`config.mk`:
```
export PLATFORM = sky130hd
export DESIGN_NAME = target_lock_ctrl
export DESIGN_NICKNAME = d
export VERILOG_FILES = /design/src/rtl/target_lock_ctrl_pkg.sv /design/src/rtl/target_lock_ctrl_box_hit_test.sv /design/src/rtl/target_lock_ctrl.sv
export SDC_FILE = /design/constraint.sdc
export NUM_CORES = 1
export LEC_CHECK = 0
export ABC_CLOCK_PERIOD_IN_PS = 12900
export BUFFER_PORTS_ARGS = -buffer_cell sky130_fd_sc_hd__buf_2
export CORE_AREA = 2 2 442 444
export DETAILED_ROUTE_END_ITERATION = 16
export DIE_AREA = 0 0 444 446
export HOLD_SLACK_MARGIN = 0.05
export PLACE_DENSITY_LB_ADDON = 0.25
export SYNTH_ARGS = -nofsm -noshare
export SYNTH_HDL_FRONTEND = slang
export SYNTH_SLANG_ARGS = --single-unit
```
`constraint.sdc`:
```
create_clock -name clk -period 12.9 [get_ports clk]
set_input_delay 0.645 -clock clk [delete_from_list [all_inputs] [get_ports clk]]
set_output_delay 0.645 -clock clk [all_outputs]
set_load 0.1 [all_outputs]
```
`src/rtl/target_lock_ctrl_pkg.sv`:
```
// target_pkg: shared lock-controller constants and types.
// Also imported by the VGA pixel mixer.
package target_pkg;

  localparam int NUM_TARGETS = 16;
  localparam int IDX_W = $clog2(NUM_TARGETS);

  localparam int CTR_X_MIN = 288;
  localparam int CTR_X_MAX = 351;
  localparam int CTR_Y_MIN = 208;
  localparam int CTR_Y_MAX = 271;

  typedef logic [9:0] coord10_t;
  typedef logic [11:0] coord12_t;

  typedef enum logic [1:0] {
    IDLE,
    SCAN,
    LOCKED
  } lock_state_t;

  function automatic logic in_range12(
    input coord12_t v,
    input coord12_t lo,
    input coord12_t hi
  );
    return (v >= lo) && (v <= hi);
  endfunction

endpackage

```
`src/rtl/target_lock_ctrl_box_hit_test.sv`:
```
// box_hit_test: point-in-box plus detect check for one table entry.
// any_mode drops the box test so any detected entry counts as a hit.
module box_hit_test
  import target_pkg::*;
(
  input  coord12_t px,
  input  coord12_t py,
  input  coord12_t x_min,
  input  coord12_t x_max,
  input  coord12_t y_min,
  input  coord12_t y_max,
  input  logic     detected,
  input  logic     any_mode,
  output logic     hit
);

  logic in_box;

  assign in_box = in_range12(px, x_min, x_max)
                & in_range12(py, y_min, y_max);

  assign hit = detected & (any_mode | in_box);

endmodule

```
`src/rtl/target_lock_ctrl.sv`:
```
// target_lock_ctrl: click-driven target lock FSM feeding the pixel mixer.
// Optional auto-acquire on frame_start: define TARGET_LOCK_AUTO_EN.
module target_lock_ctrl #(
  parameter int NUM_TARGETS = target_pkg::NUM_TARGETS,
  parameter int LOST_FRAMES = 30,
  parameter int CTR_X_MIN   = target_pkg::CTR_X_MIN,
  parameter int CTR_X_MAX   = target_pkg::CTR_X_MAX,
  parameter int CTR_Y_MIN   = target_pkg::CTR_Y_MIN,
  parameter int CTR_Y_MAX   = target_pkg::CTR_Y_MAX
) (
  input  logic                         clk,
  input  logic                         reset,
  input  logic                         frame_start,
  input  logic                         click_l,
  input  logic                         click_r,
  input  logic [9:0]                   mouse_x_pixel,
  input  logic [9:0]                   mouse_y_pixel,
  input  logic [NUM_TARGETS-1:0][9:0]  aim_x_all,
  input  logic [NUM_TARGETS-1:0][9:0]  aim_y_all,
  input  logic [NUM_TARGETS-1:0]       aim_detected_all,
  input  logic [NUM_TARGETS-1:0][11:0] box_x_min_all,
  input  logic [NUM_TARGETS-1:0][11:0] box_x_max_all,
  input  logic [NUM_TARGETS-1:0][11:0] box_y_min_all,
  input  logic [NUM_TARGETS-1:0][11:0] box_y_max_all,
  output logic                         is_locked,
  output logic [$clog2(NUM_TARGETS)-1:0] locked_idx,
  output logic                         center_hit,
  output logic                         lock_event
);

  import target_pkg::lock_state_t;
  import target_pkg::IDLE;
  import target_pkg::SCAN;
  import target_pkg::LOCKED;
  import target_pkg::coord12_t;
  import target_pkg::in_range12;

  localparam int IW = $clog2(NUM_TARGETS);
  localparam logic [IW-1:0] LAST_IDX = IW'(NUM_TARGETS - 1);
  localparam logic [7:0] LOST_LAST = 8'(LOST_FRAMES - 1);

  lock_state_t   state;
  logic          click_l_q;
  logic          click_r_q;
  logic          rise_l;
  logic          rise_r;
  logic [IW-1:0] scan_idx;
  coord12_t      scan_x;
  coord12_t      scan_y;
  logic [7:0]    lost_cnt;
  logic          hit;
  logic          scan_any;
  logic          auto_go;
  logic          lock_det;
  logic          in_ctr;

  box_hit_test u_hit (
    .px       (scan_x),
    .py       (scan_y),
    .x_min    (box_x_min_all[scan_idx]),
    .x_max    (box_x_max_all[scan_idx]),
    .y_min    (box_y_min_all[scan_idx]),
    .y_max    (box_y_max_all[scan_idx]),
    .detected (aim_detected_all[scan_idx]),
    .any_mode (scan_any),
    .hit      (hit)
  );

  assign lock_det = aim_detected_all[locked_idx];
  assign in_ctr = lock_det
    & in_range12({2'b00, aim_x_all[locked_idx]},
                 12'(CTR_X_MIN), 12'(CTR_X_MAX))
    & in_range12({2'b00, aim_y_all[locked_idx]},
                 12'(CTR_Y_MIN), 12'(CTR_Y_MAX));

`ifdef TARGET_LOCK_AUTO_EN
  // After a release the next frame_start only re-arms auto-acquire.
  logic auto_block;

  assign auto_go = frame_start & ~auto_block & ~rise_l;

  always_ff @(posedge clk) begin
    if (reset) begin
      auto_block <= 1'b0;
      scan_any   <= 1'b0;
    end else begin
      if (rise_r)
        auto_block <= 1'b1;
      else if (frame_start)
        auto_block <= 1'b0;
      if (state != SCAN)
        scan_any <= ~rise_l;
    end
  end
`else
  assign auto_go  = 1'b0;
  assign scan_any = 1'b0;
`endif

  always_ff @(posedge clk) begin
    if (reset) begin
      state      <= IDLE;
      click_l_q  <= 1'b0;
      click_r_q  <= 1'b0;
      rise_l     <= 1'b0;
      rise_r     <= 1'b0;
      scan_idx   <= '0;
      scan_x     <= '0;
      scan_y     <= '0;
      lost_cnt   <= '0;
      is_locked  <= 1'b0;
      locked_idx <= '0;
      center_hit <= 1'b0;
      lock_event <= 1'b0;
    end else begin
      click_l_q  <= click_l;
      click_r_q  <= click_r;
      rise_l     <= click_l & ~click_l_q;
      rise_r     <= click_r & ~click_r_q;
      lock_event <= 1'b0;
      if (rise_r) begin
        state      <= IDLE;
        is_locked  <= 1'b0;
        lost_cnt   <= '0;
        center_hit <= 1'b0;
      end else begin
        unique case (state)
          IDLE: begin
            if (rise_l || auto_go) begin
              scan_x   <= {2'b00, mouse_x_pixel};
              scan_y   <= {2'b00, mouse_y_pixel};
              scan_idx <= '0;
              state    <= SCAN;
            end
          end
          SCAN: begin
            if (hit) begin
              locked_idx <= scan_idx;
              lost_cnt   <= '0;
              is_locked  <= 1'b1;
              lock_event <= 1'b1;
              state      <= LOCKED;
            end else if (scan_idx == LAST_IDX) begin
              state <= IDLE;
            end else begin
              scan_idx <= scan_idx + 1'b1;
            end
          end
          LOCKED: begin
            if (rise_l) begin
              scan_x     <= {2'b00, mouse_x_pixel};
              scan_y     <= {2'b00, mouse_y_pixel};
              scan_idx   <= '0;
              is_locked  <= 1'b0;
              center_hit <= 1'b0;
              state      <= SCAN;
            end else if (frame_start) begin
              if (lock_det) begin
                lost_cnt   <= '0;
                center_hit <= in_ctr;
              end else if (lost_cnt >= LOST_LAST) begin
                lost_cnt   <= '0;
                is_locked  <= 1'b0;
                center_hit <= 1'b0;
                state      <= IDLE;
              end else begin
                lost_cnt   <= lost_cnt + 8'd1;
                center_hit <= 1'b0;
              end
            end
          end
          default: state <= IDLE;
        endcase
      end
    end
  end

endmodule

```
# Word-level counts from Yosys, hierarchy flattened
# Cells that the tools add are included.
# Widths: inputs -> output; s select.
[totals] ff_bits=45 input_bits=1129 out_inout_bits=7
[classes] add_sub_neg=2 order_cmp=11 eq_ne=14 n_mux=44 bitwise=10 n_reduce_logical=18
[ops] operator="$bmux 12 s4" count=4
[ops] operator="$bmux 10 s4" count=2
[ops] operator="$mux 12" count=4
[ops] operator="$mux 8" count=5
[ops] operator="$ge 10x12->1" count=2
[ops] operator="$le 10x12->1" count=2
[ops] operator="$le 10x9->1 const B" count=2
[ops] operator="$mux 10" count=2
[ops] operator="$pmux 8 s2" count=1
[ops] operator="$reduce_and 5->1" count=3
[ops] operator="$mux 2" count=7
[ops] operator="$mux 4" count=3
[ops] operator="$ne 2x2->1 const B" count=6
[ops] operator="$ne 3x3->1 const B" count=4
[ops] operator="$mux 1" count=11
[ops] operator="$ge 10x8->1 const B" count=1
[ops] operator="$ge 10x9->1 const B" count=1
[ops] operator="$lt 4x5->1 const B" count=2
[ops] operator="$add 8x1->8 const B" count=1
[ops] operator="$bmux 1 s4" count=2
[ops] operator="$ge 8x5->1 const B" count=1
[ops] operator="$pmux 4 s2" count=1
[ops] operator="$and 1x1->1" count=6
[ops] operator="$pmux 2 s3" count=1
[ops] operator="other kinds (15)" count=25

# Depth between registers and ports, before layout
# Gate-level depths: netlist of the first run.
[depth] word_depth=9 ltp_mapped=20 mapped_depth_nobuf=13

# By module
# A second synthesis of the first run with hierarchy kept.
[unflattened] cells_unflattened=804 hier_area_um2=10057.1
[by_module_without_submodules] module="target_lock_ctrl" instances=1 cells_per_inst=644 area_each_um2=8863.5
[by_module_without_submodules] module="box_hit_test" instances=1 cells_per_inst=160 area_each_um2=1193.6

# Worst setup path before layout of the first run
# No wires, ideal clock.
[synth_timing] path_kind="register to register" from="register scan_idx[0]" to="register locked_idx[1]" arrival_ps=4181 setup_slack_ps=8600 path_stages_with_launch=18 period_less_slack_ps=4300 cell_sequence="dfxtp_1 > buf_6 > buf_6 > buf_2 > buf_2 > buf_4 > buf_2 > buf_2 > mux4_2 > a221oi_1 > ha_1 > o21a_1 > o21ai_0 > a221oi_1 > o221ai_1 > or4b_4 > or3_4 > mux2i_1"
[synth_between] elab_chain_cells=7 elab_cells_between_ends=19
[synth_lines] element="start, declared" line="target_lock_ctrl.sv:47" rtl="logic [IW-1:0] scan_idx;"
[synth_lines] element="start signal, assigned" line="target_lock_ctrl.sv:146" rtl="scan_idx <= scan_idx + 1'b1;"
[synth_lines] element="$bmux 12 s4, on equally long branches"
[synth_lines] element="$mux 12, on equally long branches"
[synth_lines] element="$ge 10x12->1 / $le 10x12->1 (equally long branches)" line="target_lock_ctrl_pkg.sv:27" rtl="return (v >= lo) && (v <= hi);"
[synth_lines] element="$logic_and 1x1->1" line="target_lock_ctrl_pkg.sv:27"
[synth_lines] element="$and 1x1->1" line="target_lock_ctrl_box_hit_test.sv:20" rtl="& in_range12(py, y_min, y_max);"
[synth_lines] element="$and 1x1->1 *" line="target_lock_ctrl_box_hit_test.sv:22" rtl="assign hit = detected & (any_mode | in_box);"
[synth_lines] element="$reduce_and 3->1 (no source line) *"
[synth_lines] element="end signal, assigned" line="target_lock_ctrl.sv:138" rtl="locked_idx <= scan_idx;"
[synth_lines] element="end, declared" line="target_lock_ctrl.sv:26" rtl="output logic [$clog2(NUM_TARGETS)-1:0] locked_idx,"
# Mark *: on every way between the ends. The rest lies on a longest branch, timed or not. The select of a mux whose other input is x is not followed.
# A chain may end at the register's enable or synchronous reset.

# Worst setup path in the final report of the first run
[layout_timing] from="register scan_idx[0]" to="register scan_idx[1]"
[layout_between] elab_chain_cells=8 elab_cells_between_ends=26
[layout_lines] element="$bmux 12 s4, on equally long branches"
[layout_lines] element="$mux 12, on equally long branches"
[layout_lines] element="$ge 10x12->1 / $le 10x12->1 (equally long branches)" line="target_lock_ctrl_pkg.sv:27"
[layout_lines] element="$logic_and 1x1->1" line="target_lock_ctrl_pkg.sv:27"
[layout_lines] element="$and 1x1->1" line="target_lock_ctrl_box_hit_test.sv:20"
[layout_lines] element="$and 1x1->1" line="target_lock_ctrl_box_hit_test.sv:22"
[layout_lines] element="$ne 2x2->1 (no source line)"
[layout_lines] element="$reduce_and 5->1 (no source line)"
# Several ways; a longest one is shown, not always the timed one. The select of a mux whose other input is x is not followed.

==> results of run 1 <==
## final cells by class
class,count,area share
Sequential cell,45,0.0508
Inverter,13,0.00269
Antenna cell,16,0.00221
Multi-Input combinational cell,886,0.467
Tap cell,2542,0.176
Clock buffer,5,0.00691
Timing Repair Buffer,1032,0.292
Clock inverter,3,0.00263
## logic make-up (layout without fill, tap and decap cells)
kind of cell	after synthesis	after routing	synth area share
compound gates	310	310	0.217
xor+xnor	4	4	0.00357
fa+ha+maj	44	44	0.0561
buf+inv	110	1053	0.0492
flops	45	45	0.0918
mux	293	293	0.455
other cells	0	16	0
simple gates	235	235	0.127
## final timing paths
kind | startpoint | endpoint | slack [ns]
worst max-delay path | scan_idx[0] | scan_idx[1] | 6.54
worst min-delay path | click_l_q | rise_l | 0.40
worst min register to register | click_l_q | rise_l | 0.40
worst max register to register | scan_idx[0] | scan_idx[1] | 6.54
## report_power, final
| part | switching [mW] | internal [mW] |
|---|---|---|
| logic | 0.178 | 0.212 |
| clock network | 0.0701 | 0.0932 |
| registers | 0.00871 | 0.142 |
## sequential cells by signal, summed over array words and instances, names as in the netlist, 2 cells and up
register / flops
scan_y: 10
locked_idx: 4
state: 2
scan_idx: 4
lost_cnt: 8
scan_x: 10
## critical path: cells and delay by family (launching register included)
kind / cells / cell delay (ns)
buffers and inverters: 2 / 0.90
multiplexers: 2 / 0.83
flip-flops: 1 / 0.76
adder cells (fa/ha/maj): 1 / 0.40
AO/OA/AOI/OAI: 7 / 2.84
AND/OR/NAND/NOR: 1 / 0.27
## routing by layer
layer | routed length [microns] | part of all wire | global-route usage
met1 | 40600 | 0.42 | 0.115
met2 | 46700 | 0.49 | 0.159
met3 | 7160 | 0.075 | 0.0248
met4 | 1190 | 0.012 | 0.00899
met5 | 182 | 0.0019 | 0
## per-stage QoR
stage                     area, sq um    util
after floorplan                  9810       -
after global placement          17900  0.0925
after detailed placement        17900  0.0925
after CTS                       18100  0.0933
after global routing            18100  0.0934
final                           18100  0.0936
## cell usage in the layout (no fill, tap or decap), types with 7 or more instances in the layout
cell | synthesis | final
o21a_1 | 39 | 39
nor2_1 | 50 | 50
o31ai_1 | 7 | 7
nor4b_1 | 16 | 16
nor4_1 | 15 | 15
a21oi_1 | 73 | 73
buf_4 | 5 | 39
a221oi_1 | 83 | 82
nand2_1 | 57 | 56
mux2i_1 | 130 | 130
dfxtp_1 | 45 | 38
nor3_1 | 22 | 22
nor2b_1 | 12 | 10
o21ai_0 | 60 | 60
a211oi_1 | 9 | 9
nand2b_1 | 14 | 13
diode_2 | 0 | 16
buf_2 | 29 | 991
nand3_1 | 15 | 15
mux4_2 | 118 | 118
inv_1 | 13 | 13
ha_1 | 44 | 44
mux2_2 | 45 | 45
==> impl_metrics.env, run 1 <==
export IMPL_crit_slowest_cell="a221oi_1"
export IMPL_grt_max_degree=102
export IMPL_syn_inst=1041
export IMPL_place_inst=4518
export IMPL_synth_ff_latch_count=45
export IMPL_cts_max_level=2
export IMPL_layout_nets=3156
export IMPL_die_w_microns=444
export IMPL_period_share=0.493
export IMPL_maxSlewHeadroom=0.261
export IMPL_tritoncts="yes"
export IMPL_crit_required_ns=13.10
export IMPL_dp_slack_ns=5.72
export IMPL_fin_cells=4542
export IMPL_dp_hpwl_microns=85800
export IMPL_yosysSeqAreaShare=0.0918
export IMPL_post_cts_resized=0
export IMPL_port_buffers=991
export IMPL_drv_slew=0
export IMPL_cts_hold_buf=0
export IMPL_cp_cell_sequence="buf_12 > buf_12 > mux2_2 > o21ai_0 > a21oi_1 > o21a_1 > a221oi_1 > ha_1 > a21o_1 > a221oi_1 > nor3_2 > a211oi_2 > mux2_2"
export IMPL_hold_class="reg2reg"
export IMPL_finalHoldViolCount=0
export IMPL_grt_pass1_vias=13841
export IMPL_grt_pass1_wl_microns=123000
export IMPL_rows=162
export IMPL_synth_cell_types=61
export IMPL_die_h_microns=446
export IMPL_synth_ff_type="dfxtp_1"
export IMPL_seq_area_sq_um=920
export IMPL_fmax_mhz=157
export IMPL_cts_buffers_inserted=5
export IMPL_synth_edf_count=0
export IMPL_fin_crit_ns=6.36
export IMPL_power_leakage_nw=6.95
export IMPL_cts_setup_buffers=0
export IMPL_drc_errors=0
export IMPL_yosysTopAreaCellShare=0.271
export IMPL_yosysMostFrequentCell="mux2i_1"
export IMPL_r2r_worst_path_cells=13
export IMPL_outcome="complete, no violations"
export IMPL_setup_viol=0
export IMPL_yosysTopAreaCell="mux4_2"
export IMPL_vias=13411
export IMPL_cts_sink_count=45
export IMPL_tightest_slew_ns=1.10
export IMPL_hold_depth=1
export IMPL_synth_avg_cell_area_sq_um=9.42
export IMPL_power_density_nw_per_um2=38.9
export IMPL_synth_async_reset_ratio=0
export IMPL_clock_skew_ns=0.0120
export IMPL_crit_type="reg2reg"
export IMPL_grt_overflow=0
export IMPL_fillCellCount=22634
export IMPL_antenna_left=0
export IMPL_grt_use_total=0.0911
export IMPL_synth_fp_nets=2214
export IMPL_die_area_sq_um=198000
export IMPL_fin_ws_ns=6.54
export IMPL_clk_latency_ns=0.31
export IMPL_wirelength_microns=95800
export IMPL_antenna_found_initial=71
export IMPL_vias_per_cell=2.95
export IMPL_finalPower_mw=0.704
export IMPL_clockBufferDepth=2
export IMPL_root_buffer="clkbuf_16"
export IMPL_rsz0062_at_grt="no"
export IMPL_multi_input_area_sq_um=8460
export IMPL_ios=1136
export IMPL_holdWs_ns=0.404
export IMPL_synthesis_area_sq_um=9810
export IMPL_coreArea_sq_um=194000
export IMPL_drt_first_pass_iters=5
export IMPL_syn_to_final_growth_pct=84.6
export IMPL_startpoint_type="flip-flop"
export IMPL_ys_warn_count=0
export IMPL_fin_setup_tns_ns=0
export IMPL_cp_max_fo=101
export IMPL_max_cap_violations=0
export IMPL_gp_congestion=0.846
export IMPL_synth_common_cells="130 x mux2i_1, 118 x mux4_2, 83 x a221oi_1, 73 x a21oi_1, 60 x o21ai_0"
export IMPL_initial_utilization=0.0507
export IMPL_drive_gt1_frac=0.619
export IMPL_crit_arrival_ns=6.56
export IMPL_synth_area_leaders="mux4_2 27%, mux2i_1 13%, dfxtp_1 9.2%, a221oi_1 7.4%, ha_1 5.6%"
export IMPL_endpoint_kind="flip-flop"
export IMPL_critPathMaxStageDelay_ns=0.79
export IMPL_drt_iter0_drc=666
export IMPL_path_clk_slew_ns=0.08
export IMPL_vdd_ir_drop_max_mv=0.0503
export IMPL_wl_per_cell_microns=21.1
(Power assumes the default switching activity.)
==> run 2: changes to the inputs <==
--- a/config.mk
+++ b/config.mk
@@ -5,11 +5,11 @@
 export SDC_FILE = /design/constraint.sdc
 export NUM_CORES = 1
 export LEC_CHECK = 0
-export ABC_CLOCK_PERIOD_IN_PS = 12900
+export ABC_CLOCK_PERIOD_IN_PS = 5950
 export BUFFER_PORTS_ARGS = -buffer_cell sky130_fd_sc_hd__buf_2
-export CORE_AREA = 2 2 442 444
+export CORE_AREA = 2 2 448 450
 export DETAILED_ROUTE_END_ITERATION = 16
-export DIE_AREA = 0 0 444 446
+export DIE_AREA = 0 0 450 452
 export HOLD_SLACK_MARGIN = 0.05
 export PLACE_DENSITY_LB_ADDON = 0.25
 export SYNTH_ARGS = -nofsm -noshare
==> constraint.sdc (replaced) <==
create_clock -name clk -period 5.95 [get_ports clk]
set_input_delay 0.2975 -clock clk [delete_from_list [all_inputs] [get_ports clk]]
set_output_delay 0.2975 -clock clk [all_outputs]
set_load 0.1 [all_outputs]
==> impl_metrics.env, run 2 (synthesized netlist as in run 1, its figures left out) <==
export IMPL_outcome="complete, no violations"
export IMPL_drt_first_pass_iters=5
export IMPL_tightest_slew_ns=1.04
export IMPL_die_h_microns=452
export IMPL_drc_errors=0
export IMPL_crit_family="compound AO/OA/AOI/OAI gates"
export IMPL_tritoncts="yes"
export IMPL_rsz0062_at_grt="no"
export IMPL_antenna_found_initial=83
export IMPL_die_w_microns=450
export IMPL_finalHoldViolCount=0
export IMPL_clockBufferDepth=2
export IMPL_critPathMaxStageDelay_ns=0.78
export IMPL_crit_arrival_ns=5.20
export IMPL_hold_class="in2reg"
export IMPL_post_cts_resized=0
export IMPL_crit_slowest_cell="dfxtp_4"
export IMPL_vdd_ir_drop_max_mv=0.102
export IMPL_coreArea_sq_um=199000
export IMPL_path_clk_slew_ns=0.08
export IMPL_layout_cells_most_common="buf_2"
export IMPL_cp_max_fo=50
export IMPL_wl_per_cell_microns=21.3
export IMPL_drive_gt1_frac=0.624
export IMPL_grt_pass1_vias=13879
export IMPL_grt_use_total=0.0920
export IMPL_crit_type="reg2reg"
export IMPL_cts_hold_buf=0
export IMPL_drt_iter0_drc=794
export IMPL_rows=164
export IMPL_port_buffers=991
export IMPL_maxSlewHeadroom=0.300
export IMPL_layout_nets=3181
export IMPL_max_cap_violations=0
export IMPL_cts_sink_count=45
export IMPL_worst_path_buf_inv=2
export IMPL_fin_setup_tns_ns=0
export IMPL_fmax_mhz=199
export IMPL_cp_cell_sequence="buf_12 > mux2_2 > o21ai_0 > a21oi_1 > o21a_1 > a221oi_1 > buf_4 > ha_1 > o21a_1 > o21ai_0 > a221oi_1 > o221ai_1 > or4b_4 > o21ai_0 > o32ai_1"
export IMPL_endpoint_kind="flip-flop"
export IMPL_reg_top3="scan_x (10), scan_y (10), lost_cnt (8)"
export IMPL_ios=1136
export IMPL_power_density_nw_per_um2=83.6
export IMPL_clk_latency_ns=0.31
export IMPL_grt_pass1_wl_microns=126000
export IMPL_syn_to_final_growth_pct=88.7
export IMPL_clock_skew_ns=0.0144
export IMPL_setup_viol=0
export IMPL_root_buffer="clkbuf_16"
export IMPL_antenna_left=0
export IMPL_fin_crit_ns=5.03
export IMPL_initial_utilization=0.0494
export IMPL_die_area_sq_um=203000
export IMPL_drv_slew=0
export IMPL_period_share=0.846
export IMPL_gp_congestion=0.826
export IMPL_vias=13663
export IMPL_cts_buffers_inserted=5
export IMPL_power_leakage_nw=7.09
export IMPL_cts_max_level=2
export IMPL_final_cell_mix="991 x buf_2, 130 x mux2i_1, 118 x mux4_2"
export IMPL_startpoint_type="flip-flop"
export IMPL_crit_required_ns=6.11
export IMPL_finalPower_mw=1.55
export IMPL_cts_setup_buffers=0
export IMPL_wirelength_microns=99600
export IMPL_vias_per_cell=2.92
export IMPL_critPathMostFrequentCell="o21ai_0"
export IMPL_grt_max_degree=57
export IMPL_grt_overflow=0
export IMPL_dp_hpwl_microns=89400
## run 2: cell count changes in the layout (fill, tap and decap cells not counted), sizes merged
| cell | delta |
|---|---|
| clkinv | +1 |
| diode | +4 |
| buf | +25 |
| inv | -1 |
## run 2: area by class of cell
| type | instances | area, sq um |
|---|---|---|
| tap | 2656 | 3320 |
| antenna | 20 | 50.0 |
| clock buffer | 5 | 125 |
| clock inverter | 3 | 50.0 |
| inverter | 13 | 48.8 |
| fill | 23351 | 180000 |
| multi-input combinational | 886 | 8450 |
| sequential | 45 | 922 |
| timing repair buffer | 1057 | 5540 |
## run 2: stage by stage
step                      std cells  utilization  cell area, sq um  worst slack [ns]  hold WS [ns]
final                          4685       0.0932             18500             0.919         0.233
after global routing           4672       0.0930             18500             0.516         0.227
after CTS                      4665       0.0930             18500             0.609         0.219
after detailed placement       4657       0.0921             18300             0.703         0.382
after global placement         4657       0.0921             18300             0.719         0.379
after floorplan                1041            -              9810              1.65         0.367
## run 2: final timing paths
check | start | endpoint | slack, ns | cells after the start
worst max-delay path | scan_idx[0] | lost_cnt[5] | 0.92 | 15
worst min-delay path | mouse_x_pixel[1] | scan_x[1] | 0.23 | 3
worst max register to register | scan_idx[0] | lost_cnt[5] | 0.92 | 15
worst min register to register | click_r_q | rise_r | 0.40 | 1
## run 2: worst reg2reg max path: cells and delay by family, from the launching register on
family / cells / cell delay [ns]
mux: 1 / 0.42
compound gates: 10 / 2.24
flops: 1 / 0.78
simple gates: 1 / 0.59
fa+ha+maj: 1 / 0.17
buf+inv: 2 / 0.67
## run 2: routing by layer
layer / share of wire / global-route usage / up-vias
li1: - / - / 6250
met1: 0.44 / 0.123 / 6580
met3: 0.074 / 0.0229 / 117
met4: 0.012 / 0.0114 / 46
met2: 0.47 / 0.153 / 670
met5: 0.0028 / 0 / -
## run 2: power breakdown
| part | internal, mW | switching, mW | total (mW) |
|---|---|---|---|
| registers | 0.307 | 0.0184 | 0.325 |
| clock network | 0.203 | 0.151 | 0.354 |
| logic | 0.474 | 0.395 | 0.869 |
| total | 0.984 | 0.564 | 1.55 |
